## config.mk

```make
export PLATFORM = sky130hd
export DESIGN_NAME = mmio_sig_monitor
export DESIGN_NICKNAME = d
export VERILOG_FILES = /design/src/rtl/sig_monitor_pkg.sv /design/src/rtl/sig_rec_fifo.sv /design/src/rtl/mmio_sig_monitor.sv
export SDC_FILE = /design/constraint.sdc
export NUM_CORES = 2
export LEC_CHECK = 0
export BUFFER_PORTS_ARGS = -buffer_cell sky130_fd_sc_hd__clkbuf_2
export CAP_MARGIN = 20
export CORE_MARGIN = 2
export CORE_UTILIZATION = 58
export CTS_BUF_LIST = sky130_fd_sc_hd__clkbuf_4
export DETAILED_ROUTE_END_ITERATION = 10
export PLACE_DENSITY = 0.72
export SLEW_MARGIN = 20
export SYNTH_ARGS = -nofsm -noshare
export SYNTH_HDL_FRONTEND = slang
export SYNTH_SLANG_ARGS = --single-unit
```

## constraint.sdc

```tcl
create_clock -name clk_i -period 21.1 [get_ports clk_i]
set_input_delay 1.055 -clock clk_i [delete_from_list [all_inputs] [get_ports clk_i]]
set_output_delay 1.055 -clock clk_i [all_outputs]
set_load 0.03 [all_outputs]
```

## src/rtl/sig_monitor_pkg.sv

```systemverilog
// Shared definitions for the MMIO signature monitor.
// Latency: n/a (types, constants and helpers only).
// Backpressure: n/a.
//
// Contents: window offsets relative to BASE_ADDR, run-control state and
// done-cause encodings, and a helper that sizes the record channel field.
package sig_monitor_pkg;

    // Offsets inside the signature window, relative to BASE_ADDR.
    localparam logic [31:0] OFS_STOP    = 32'h0000_0000;
    localparam logic [31:0] OFS_TRAP    = 32'h0000_0008;
    localparam logic [31:0] OFS_DUMP0   = 32'h0000_0010;
    localparam logic [31:0] DUMP_STRIDE = 32'h0000_0008;

    typedef enum logic [1:0] {
        RUN,
        DRAIN,
        DONE
    } run_state_e;

    typedef enum logic [1:0] {
        CAUSE_NONE,
        CAUSE_STOP,
        CAUSE_TRAP,
        CAUSE_SIMLEN
    } done_cause_e;

    // The channel field is at least one bit wide, even with a single channel.
    function automatic int ch_width(input int num_ch);
        return (num_ch > 1) ? $clog2(num_ch) : 1;
    endfunction

endpackage

```

## src/rtl/sig_rec_fifo.sv

```systemverilog
// Generic synchronous FIFO holding captured signature records.
// Latency: a push is visible on pop_dat_o / empty_o one cycle later.
// Backpressure: a push while full is dropped unless a pop happens in the same cycle.
//
// Ports:
//   clk_i, rst_ni           clock, async active-low reset
//   push_i, push_dat_i      write side
//   pop_i                   consume the head entry (ignored when empty)
//   pop_dat_o               head entry, forced to zero while empty
//   empty_o, count_o        status: empty flag and current occupancy
module sig_rec_fifo #(
    parameter  int WIDTH = 8,
    parameter  int DEPTH = 16,
    localparam int PTR_W = $clog2(DEPTH),
    localparam int CNT_W = $clog2(DEPTH) + 1
) (
    input  logic             clk_i,
    input  logic             rst_ni,
    input  logic             push_i,
    input  logic [WIDTH-1:0] push_dat_i,
    input  logic             pop_i,
    output logic [WIDTH-1:0] pop_dat_o,
    output logic             empty_o,
    output logic [CNT_W-1:0] count_o
);

    logic [WIDTH-1:0] mem_q [DEPTH];
    logic [PTR_W-1:0] wr_ptr_q, wr_ptr_d;
    logic [PTR_W-1:0] rd_ptr_q, rd_ptr_d;
    logic [CNT_W-1:0] cnt_q, cnt_d;
    logic             full, empty, do_push, do_pop;

    always_comb begin
        empty   = (cnt_q == '0);
        full    = (cnt_q == CNT_W'(DEPTH));
        do_pop  = pop_i & ~empty;
        // A pop in the same cycle frees the slot the push needs.
        do_push = push_i & (~full | do_pop);

        wr_ptr_d = wr_ptr_q;
        rd_ptr_d = rd_ptr_q;
        cnt_d    = cnt_q;
        // DEPTH is a power of two, so pointers wrap naturally.
        if (do_push) begin
            wr_ptr_d = wr_ptr_q + PTR_W'(1);
        end
        if (do_pop) begin
            rd_ptr_d = rd_ptr_q + PTR_W'(1);
        end
        if (do_push && !do_pop) begin
            cnt_d = cnt_q + CNT_W'(1);
        end else if (do_pop && !do_push) begin
            cnt_d = cnt_q - CNT_W'(1);
        end
    end

    always_ff @(posedge clk_i or negedge rst_ni) begin
        if (!rst_ni) begin
            wr_ptr_q <= '0;
            rd_ptr_q <= '0;
            cnt_q    <= '0;
        end else begin
            wr_ptr_q <= wr_ptr_d;
            rd_ptr_q <= rd_ptr_d;
            cnt_q    <= cnt_d;
        end
    end

    // Storage needs no reset: the read port is masked while empty.
    always_ff @(posedge clk_i) begin
        if (do_push) begin
            mem_q[wr_ptr_q] <= push_dat_i;
        end
    end

    assign pop_dat_o = empty ? '0 : mem_q[rd_ptr_q];
    assign empty_o   = empty;
    assign count_o   = cnt_q;

endmodule

```

## src/rtl/mmio_sig_monitor.sv

```systemverilog
// Snoops MMIO writes, decodes the signature window (stop, trap, dump channels) and runs end-of-test control.
// Latency: dump write to rec_valid_o 1 cycle; stop/trap to stop_req_o 1 cycle, to done_o STOP_DRAIN+1 cycles.
// Backpressure: rec_ready_i low holds the head record; a dump arriving with the FIFO full is dropped and flagged.
//
// Ports:
//   clk_i, rst_ni                    clock, async active-low reset
//   mmio_*                           snooped MMIO request (address, data, data taint)
//   trap_stop_en_i                   a trap also starts the stop drain
//   simlen_i                         cycle limit in RUN, 0 = unlimited
//   rec_*                            captured record stream, valid/ready
//   stop_req_o, trap_seen_o, done_o, done_cause_o, overflow_o, step_cnt_o   run status
module mmio_sig_monitor
    import sig_monitor_pkg::*;
#(
    parameter  int                ADDR_W        = 32,
    parameter  int                DATA_W        = 64,
    parameter  logic [ADDR_W-1:0] BASE_ADDR     = 32'h6000_0000,
    parameter  int                NUM_CH        = 3,
    parameter  int                FIFO_DEPTH    = 16,
    parameter  int                IDX_W         = 16,
    parameter  int                STOP_DRAIN    = 50,
    parameter  int                CH0_IDX_START = 1,
    localparam int                CH_W          = ch_width(NUM_CH)
) (
    input  logic              clk_i,
    input  logic              rst_ni,
    input  logic              mmio_req_i,
    input  logic              mmio_we_i,
    input  logic [ADDR_W-1:0] mmio_addr_i,
    input  logic [DATA_W-1:0] mmio_wdata_i,
    input  logic [DATA_W-1:0] mmio_wdata_t0_i,
    input  logic              trap_stop_en_i,
    input  logic [31:0]       simlen_i,
    output logic              rec_valid_o,
    input  logic              rec_ready_i,
    output logic [CH_W-1:0]   rec_ch_o,
    output logic [IDX_W-1:0]  rec_idx_o,
    output logic [DATA_W-1:0] rec_data_o,
    output logic [DATA_W-1:0] rec_taint_o,
    output logic              stop_req_o,
    output logic              trap_seen_o,
    output logic              done_o,
    output logic [1:0]        done_cause_o,
    output logic              overflow_o,
    output logic [31:0]       step_cnt_o
);

    typedef struct packed {
        logic [CH_W-1:0]   ch;
        logic [IDX_W-1:0]  idx;
        logic [DATA_W-1:0] data;
        logic [DATA_W-1:0] taint;
    } rec_t;

    localparam int REC_W = $bits(rec_t);
    localparam int CNT_W = $clog2(FIFO_DEPTH) + 1;

    // ------------------------------------------------------------------
    // Address decode (combinational on the current request)
    // ------------------------------------------------------------------
    logic [ADDR_W-1:0] ofs, dump_ofs, dump_num;
    logic              hit_stop, hit_trap, hit_dump;
    logic [CH_W-1:0]   dump_ch;

    always_comb begin
        // Addresses below the base wrap to huge offsets and miss every slot.
        ofs      = mmio_addr_i - BASE_ADDR;
        dump_ofs = ofs - ADDR_W'(OFS_DUMP0);
        dump_num = dump_ofs >> $clog2(DUMP_STRIDE);

        hit_stop = mmio_req_i & mmio_we_i & (ofs == ADDR_W'(OFS_STOP));
        // Any access to the trap slot counts, reads included.
        hit_trap = mmio_req_i & (ofs == ADDR_W'(OFS_TRAP));
        hit_dump = mmio_req_i & mmio_we_i
                 & (ofs >= ADDR_W'(OFS_DUMP0))
                 & ((dump_ofs & ADDR_W'(DUMP_STRIDE - 32'd1)) == '0)
                 & (dump_num < ADDR_W'(NUM_CH));
        dump_ch  = dump_num[CH_W-1:0];
    end

    // ------------------------------------------------------------------
    // Run-control FSM
    // ------------------------------------------------------------------
    run_state_e  state_q, state_d;
    done_cause_e cause_q, cause_d;
    logic [31:0] step_cnt_q, step_cnt_d;
    logic [31:0] drain_cnt_q, drain_cnt_d;
    logic        stop_req_q, stop_req_d;
    logic        done_q, done_d;
    logic        trap_seen_q, trap_seen_d;
    logic        simlen_hit;

    always_comb begin
        state_d     = state_q;
        cause_d     = cause_q;
        step_cnt_d  = step_cnt_q;
        drain_cnt_d = drain_cnt_q;
        stop_req_d  = stop_req_q;
        done_d      = done_q;
        trap_seen_d = trap_seen_q;
        simlen_hit  = (simlen_i != 32'd0) && (step_cnt_q == simlen_i - 32'd1);

        unique case (state_q)
            RUN: begin
                step_cnt_d = step_cnt_q + 32'd1;
                if (hit_trap) begin
                    trap_seen_d = 1'b1;
                end
                // The cycle limit outranks a stop or trap arriving together with it.
                if (simlen_hit) begin
                    state_d = DONE;
                    done_d  = 1'b1;
                    cause_d = CAUSE_SIMLEN;
                end else if (hit_stop || (hit_trap && trap_stop_en_i)) begin
                    cause_d     = hit_stop ? CAUSE_STOP : CAUSE_TRAP;
                    stop_req_d  = 1'b1;
                    drain_cnt_d = 32'(STOP_DRAIN);
                    if (STOP_DRAIN == 0) begin
                        state_d = DONE;
                        done_d  = 1'b1;
                    end else begin
                        state_d = DRAIN;
                    end
                end
            end
            DRAIN: begin
                // drain_cnt counts the DRAIN cycles still to spend including this one,
                // so done_o rises exactly STOP_DRAIN+1 cycles after the stop hit.
                drain_cnt_d = drain_cnt_q - 32'd1;
                if (drain_cnt_q <= 32'd1) begin
                    state_d = DONE;
                    done_d  = 1'b1;
                end
            end
            default: begin
                // DONE holds everything until reset.
            end
        endcase
    end

    always_ff @(posedge clk_i or negedge rst_ni) begin
        if (!rst_ni) begin
            state_q     <= RUN;
            cause_q     <= CAUSE_NONE;
            step_cnt_q  <= '0;
            drain_cnt_q <= '0;
            stop_req_q  <= 1'b0;
            done_q      <= 1'b0;
            trap_seen_q <= 1'b0;
        end else begin
            state_q     <= state_d;
            cause_q     <= cause_d;
            step_cnt_q  <= step_cnt_d;
            drain_cnt_q <= drain_cnt_d;
            stop_req_q  <= stop_req_d;
            done_q      <= done_d;
            trap_seen_q <= trap_seen_d;
        end
    end

    // ------------------------------------------------------------------
    // Dump capture, per-channel indices and overflow
    // ------------------------------------------------------------------
    logic [IDX_W-1:0] idx_q [NUM_CH];
    logic [IDX_W-1:0] idx_d [NUM_CH];
    logic [IDX_W-1:0] idx_sel;
    logic             capture;
    logic             overflow_q, overflow_d;
    logic             fifo_empty, fifo_full, fifo_pop;
    logic [CNT_W-1:0] fifo_count;
    rec_t             rec_in, rec_out;

    always_comb begin
        capture  = hit_dump & (state_q == RUN);
        fifo_pop = ~fifo_empty & rec_ready_i;
        fifo_full = (fifo_count == CNT_W'(FIFO_DEPTH));

        idx_sel = '0;
        for (int k = 0; k < NUM_CH; k++) begin
            idx_d[k] = idx_q[k];
            if (dump_ch == CH_W'(k)) begin
                idx_sel = idx_q[k];
                // The index advances even if the record itself is dropped.
                if (capture) begin
                    idx_d[k] = idx_q[k] + IDX_W'(1);
                end
            end
        end

        rec_in.ch    = dump_ch;
        rec_in.idx   = idx_sel;
        rec_in.data  = mmio_wdata_i;
        rec_in.taint = mmio_wdata_t0_i;

        overflow_d = overflow_q | (capture & fifo_full & ~fifo_pop);
    end

    always_ff @(posedge clk_i or negedge rst_ni) begin
        if (!rst_ni) begin
            for (int k = 0; k < NUM_CH; k++) begin
                idx_q[k] <= (k == 0) ? IDX_W'(CH0_IDX_START) : '0;
            end
            overflow_q <= 1'b0;
        end else begin
            for (int k = 0; k < NUM_CH; k++) begin
                idx_q[k] <= idx_d[k];
            end
            overflow_q <= overflow_d;
        end
    end

    sig_rec_fifo #(
        .WIDTH (REC_W),
        .DEPTH (FIFO_DEPTH)
    ) u_rec_fifo (
        .clk_i      (clk_i),
        .rst_ni     (rst_ni),
        .push_i     (capture),
        .push_dat_i (rec_in),
        .pop_i      (fifo_pop),
        .pop_dat_o  (rec_out),
        .empty_o    (fifo_empty),
        .count_o    (fifo_count)
    );

    // ------------------------------------------------------------------
    // Outputs (all driven from flops)
    // ------------------------------------------------------------------
    assign rec_valid_o  = ~fifo_empty;
    assign rec_ch_o     = rec_out.ch;
    assign rec_idx_o    = rec_out.idx;
    assign rec_data_o   = rec_out.data;
    assign rec_taint_o  = rec_out.taint;
    assign stop_req_o   = stop_req_q;
    assign trap_seen_o  = trap_seen_q;
    assign done_o       = done_q;
    assign done_cause_o = cause_q;
    assign overflow_o   = overflow_q;
    assign step_cnt_o   = step_cnt_q;

endmodule

```

==> reports/qor.csv <==
metric,value,unit
status,finished clean,
routedWlPerCell,27.5,µm
syn_inst,4290,
crit_arrival,7.26,ns
synth-main-ff-cell,edfxtp_1,
period_share,39.4,%
grt_pass1_vias,50600,
synthesis.area,0.0966,mm²
cts.reportedPaths.clkPinSlew,0.07,ns
synth.distinct_cells,80,
initialDrtViolationCount,4550,
post-cts-setup-buffers,0,
regArea,0.0735,mm²
grt_pass1_wl,322,mm
area_growth,13.6,%
p_sw,1.90,mW
fin_worst_skew,0.104,ns
core,0.165,mm²
final_layout_size_suffix_gt1_share,38.5,%
crit_path_end_kind,primary output,
gp_routability_congestion,0.850,
synth_enable_flop_cells,2336,
holdBufCountCts,91,
synth-seq-cells,2469,
cts.sinks,2469,
die_y,412,µm
dp_slack,13.29,ns
synth-async-reset-ratio,5.39,%
multi_input_area,0.0223,mm²
routed_wl,217,mm
power.internal,7.39,mW
yosysTopAreaCell,edfxtp_1,
drv_cap,0,
numCtsBuffers,620,
seqPwrFrac,57.6,%
n_fill_cell,11000,
report.final.slew_viol_count,0,
ant_nets,0,
rsz0062_at_grt,false,
switching_share,20.4,%
dpl.cell_count,6741,
grt_max_degree,146,
clock-root-buffer,clkbuf_4,
firstDrtPassIters,5,
setup_viol,0,
vias_per_cell,6.13,
post_cts_resized,0,
num_vias,48300,
initial_core_util,58.5,%
clkLatencyLatePin,1.37,ns
timing.final.hold_violations,0,
pwr-share-clk,41.1,%
path_max_fanout,145,
cts_max_path_buffers,4,
dieArea,0.170,mm²
p_leak,35.0,nW
grt_usage,26.0,%
ir_drop,0.0603,mV
overflow,0,
hp-class,in2reg,
setup_tns,0,ns
die_w,412,µm
setup_ws,12.78,ns
ys_top_cells_by_area,"edfxtp_1, mux4_2, dfrtp_1",
syn_avg_cell_area,22.5,µm²
combPwrFrac,1.3,%
yosys_warnings,0,
power.density,84.6,mW/mm²
route.detailed.drc,0,
h-tree-depth,6,
cts_tree,done,
grt_antenna_before_repair,24,
port_buffers,382,
synth_nets,4508,
slew_headroom,24.7,%
nets,5485,
hpwl,115,mm
ys_seq_area_share,76.1,%
min_period,8.32,ns
worst_slew_pin_slew,1.13,ns
fmax,0.120,GHz
synth_top_cell_area_share,72.6,%
worstPathRequired,20.05,ns
cp-start-kind,flip-flop,
worstSetupPathType,reg2out,
fin_cells,7881,
fin_util,66.5,%
row_count,149,
rrSetupSlack,15.77,ns
pin_count,383,
per-stage QoR:
step	total power, mW	area (µm²)	hold slack [ns]
6_report	9.28	110000	0.146
5_1_grt	9.64	110000	0.0365
4_1_cts	9.39	110000	0.000381
3_5_place_dp	5.56	101000	0.459
3_3_place_gp	5.55	101000	0.459
2_1_floorplan	5.47	96600	0.441
worst paths after layout:
check                      cells after the start                  endpoint                   start
max                                            8              rec_idx_o[0]  u_rec_fifo.rd_ptr_q[1]
min                                            1   u_rec_fifo.mem_q[8][99]        mmio_wdata_i[35]
max reg2reg                                   11  u_rec_fifo.mem_q[13][67]              state_q[1]
min reg2reg                                    1                 idx_q[31]               idx_q[31]
max in group asynchronous                      3    u_rec_fifo.rd_ptr_q[3]                  rst_ni
min in group asynchronous                      2            drain_cnt_q[2]                  rst_ni
logic make-up after synthesis:
group	synth area share, %
AO/OA/AOI/OAI	0.666
XOR/XNOR	1.42
adder cells (fa/ha/maj)	0.267
buffers and inverters	0.944
flip-flops	76.1
multiplexers	17.3
AND/OR/NAND/NOR	3.34
cell usage in the layout, fill, tap and decap left out, types with 21 or more instances in the layout:
cell,count
nand3_1,33
xor2_1,58
nand4_1,36
and3_1,21
dfrtp_1,128
nor3_1,39
clkbuf_4,881
xnor2_1,99
nand2_1,72
nor2_1,66
dlygate4sd3_1,91
mux4_2,730
nor4_1,29
and2_1,156
o21ai_0,25
buf_4,81
clkinv_1,113
clkbuf_2,381
inv_1,28
edfxtp_1,2336
worst max-delay path: stages (launching register included):
cell	delay, ns
dfrtp_4	0.90
buf_4	0.88
buf_12	0.72
buf_4	0.88
buf_4	0.85
mux4_2	0.42
mux4_2	0.47
and2_1	0.26
clkbuf_2	0.22
cells in the mapped netlist (8+ instances only):
| library cell | number |
|---|---|
| and2_1 | 164 |
| clkbuf_1 | 137 |
| dfrtp_1 | 132 |
| nand2_1 | 72 |
| and4_1 | 8 |
| nand2b_1 | 9 |
| or4_1 | 10 |
| xor2_1 | 58 |
| nor2_1 | 70 |
| ha_1 | 19 |
| nor3_1 | 39 |
| inv_1 | 28 |
| o21ai_0 | 26 |
| or3_1 | 10 |
| or2_2 | 8 |
| edfxtp_1 | 2336 |
| mux2i_1 | 19 |
| mux4_2 | 730 |
| buf_1 | 65 |
| and3_1 | 21 |
| a21oi_1 | 10 |
| nor4_1 | 36 |
| xnor2_1 | 99 |
| nand4_1 | 36 |
| nand3_1 | 33 |
| a31oi_1 | 14 |
power by group through the flow:
stage / logic (mW) / clock network [mW] / registers [mW]
after floorplan: 0.0181 / 0 / 5.46
after global placement: 0.0982 / 0 / 5.45
after global routing: 0.132 / 4.16 / 5.35
after CTS: 0.119 / 3.92 / 5.35
after detailed placement: 0.103 / 0 / 5.45
final: 0.119 / 3.82 / 5.35
state kept, by name, summed over array words and instances, names as in the netlist:
register / count
u_rec_fifo.wr_ptr_q: 4
overflow_o: 1
drain_cnt_q: 32
idx_q: 48
trap_seen_o: 1
u_rec_fifo.mem_q: 2336
done_o: 1
u_rec_fifo.rd_ptr_q: 4
done_cause_o: 2
state_q: 2
step_cnt_o: 32
stop_req_o: 1
u_rec_fifo.count_o: 5
area by class of cell:
class / instances / share of cell area, %
Clock buffer: 881 / 6.02
Clock inverter: 149 / 0.733
Inverter: 30 / 0.103
Timing Repair Buffer: 564 / 3.32
Tap cell: 2189 / 2.49
Multi-Input combinational cell: 1582 / 20.3
Sequential cell: 2469 / 66.9
Antenna cell: 17 / 0.0388
metal layers:
layer  up-vias  GRT usage (%)  part of all wire (%)
met2      1963           42.8                    51
met4        10           7.82                   2.0
met3       318           5.32                   6.8
met5         -              0                 0.030
met1     25600           35.5                    40
li1      20400              -                     -
(Power assumes the default switching activity.)
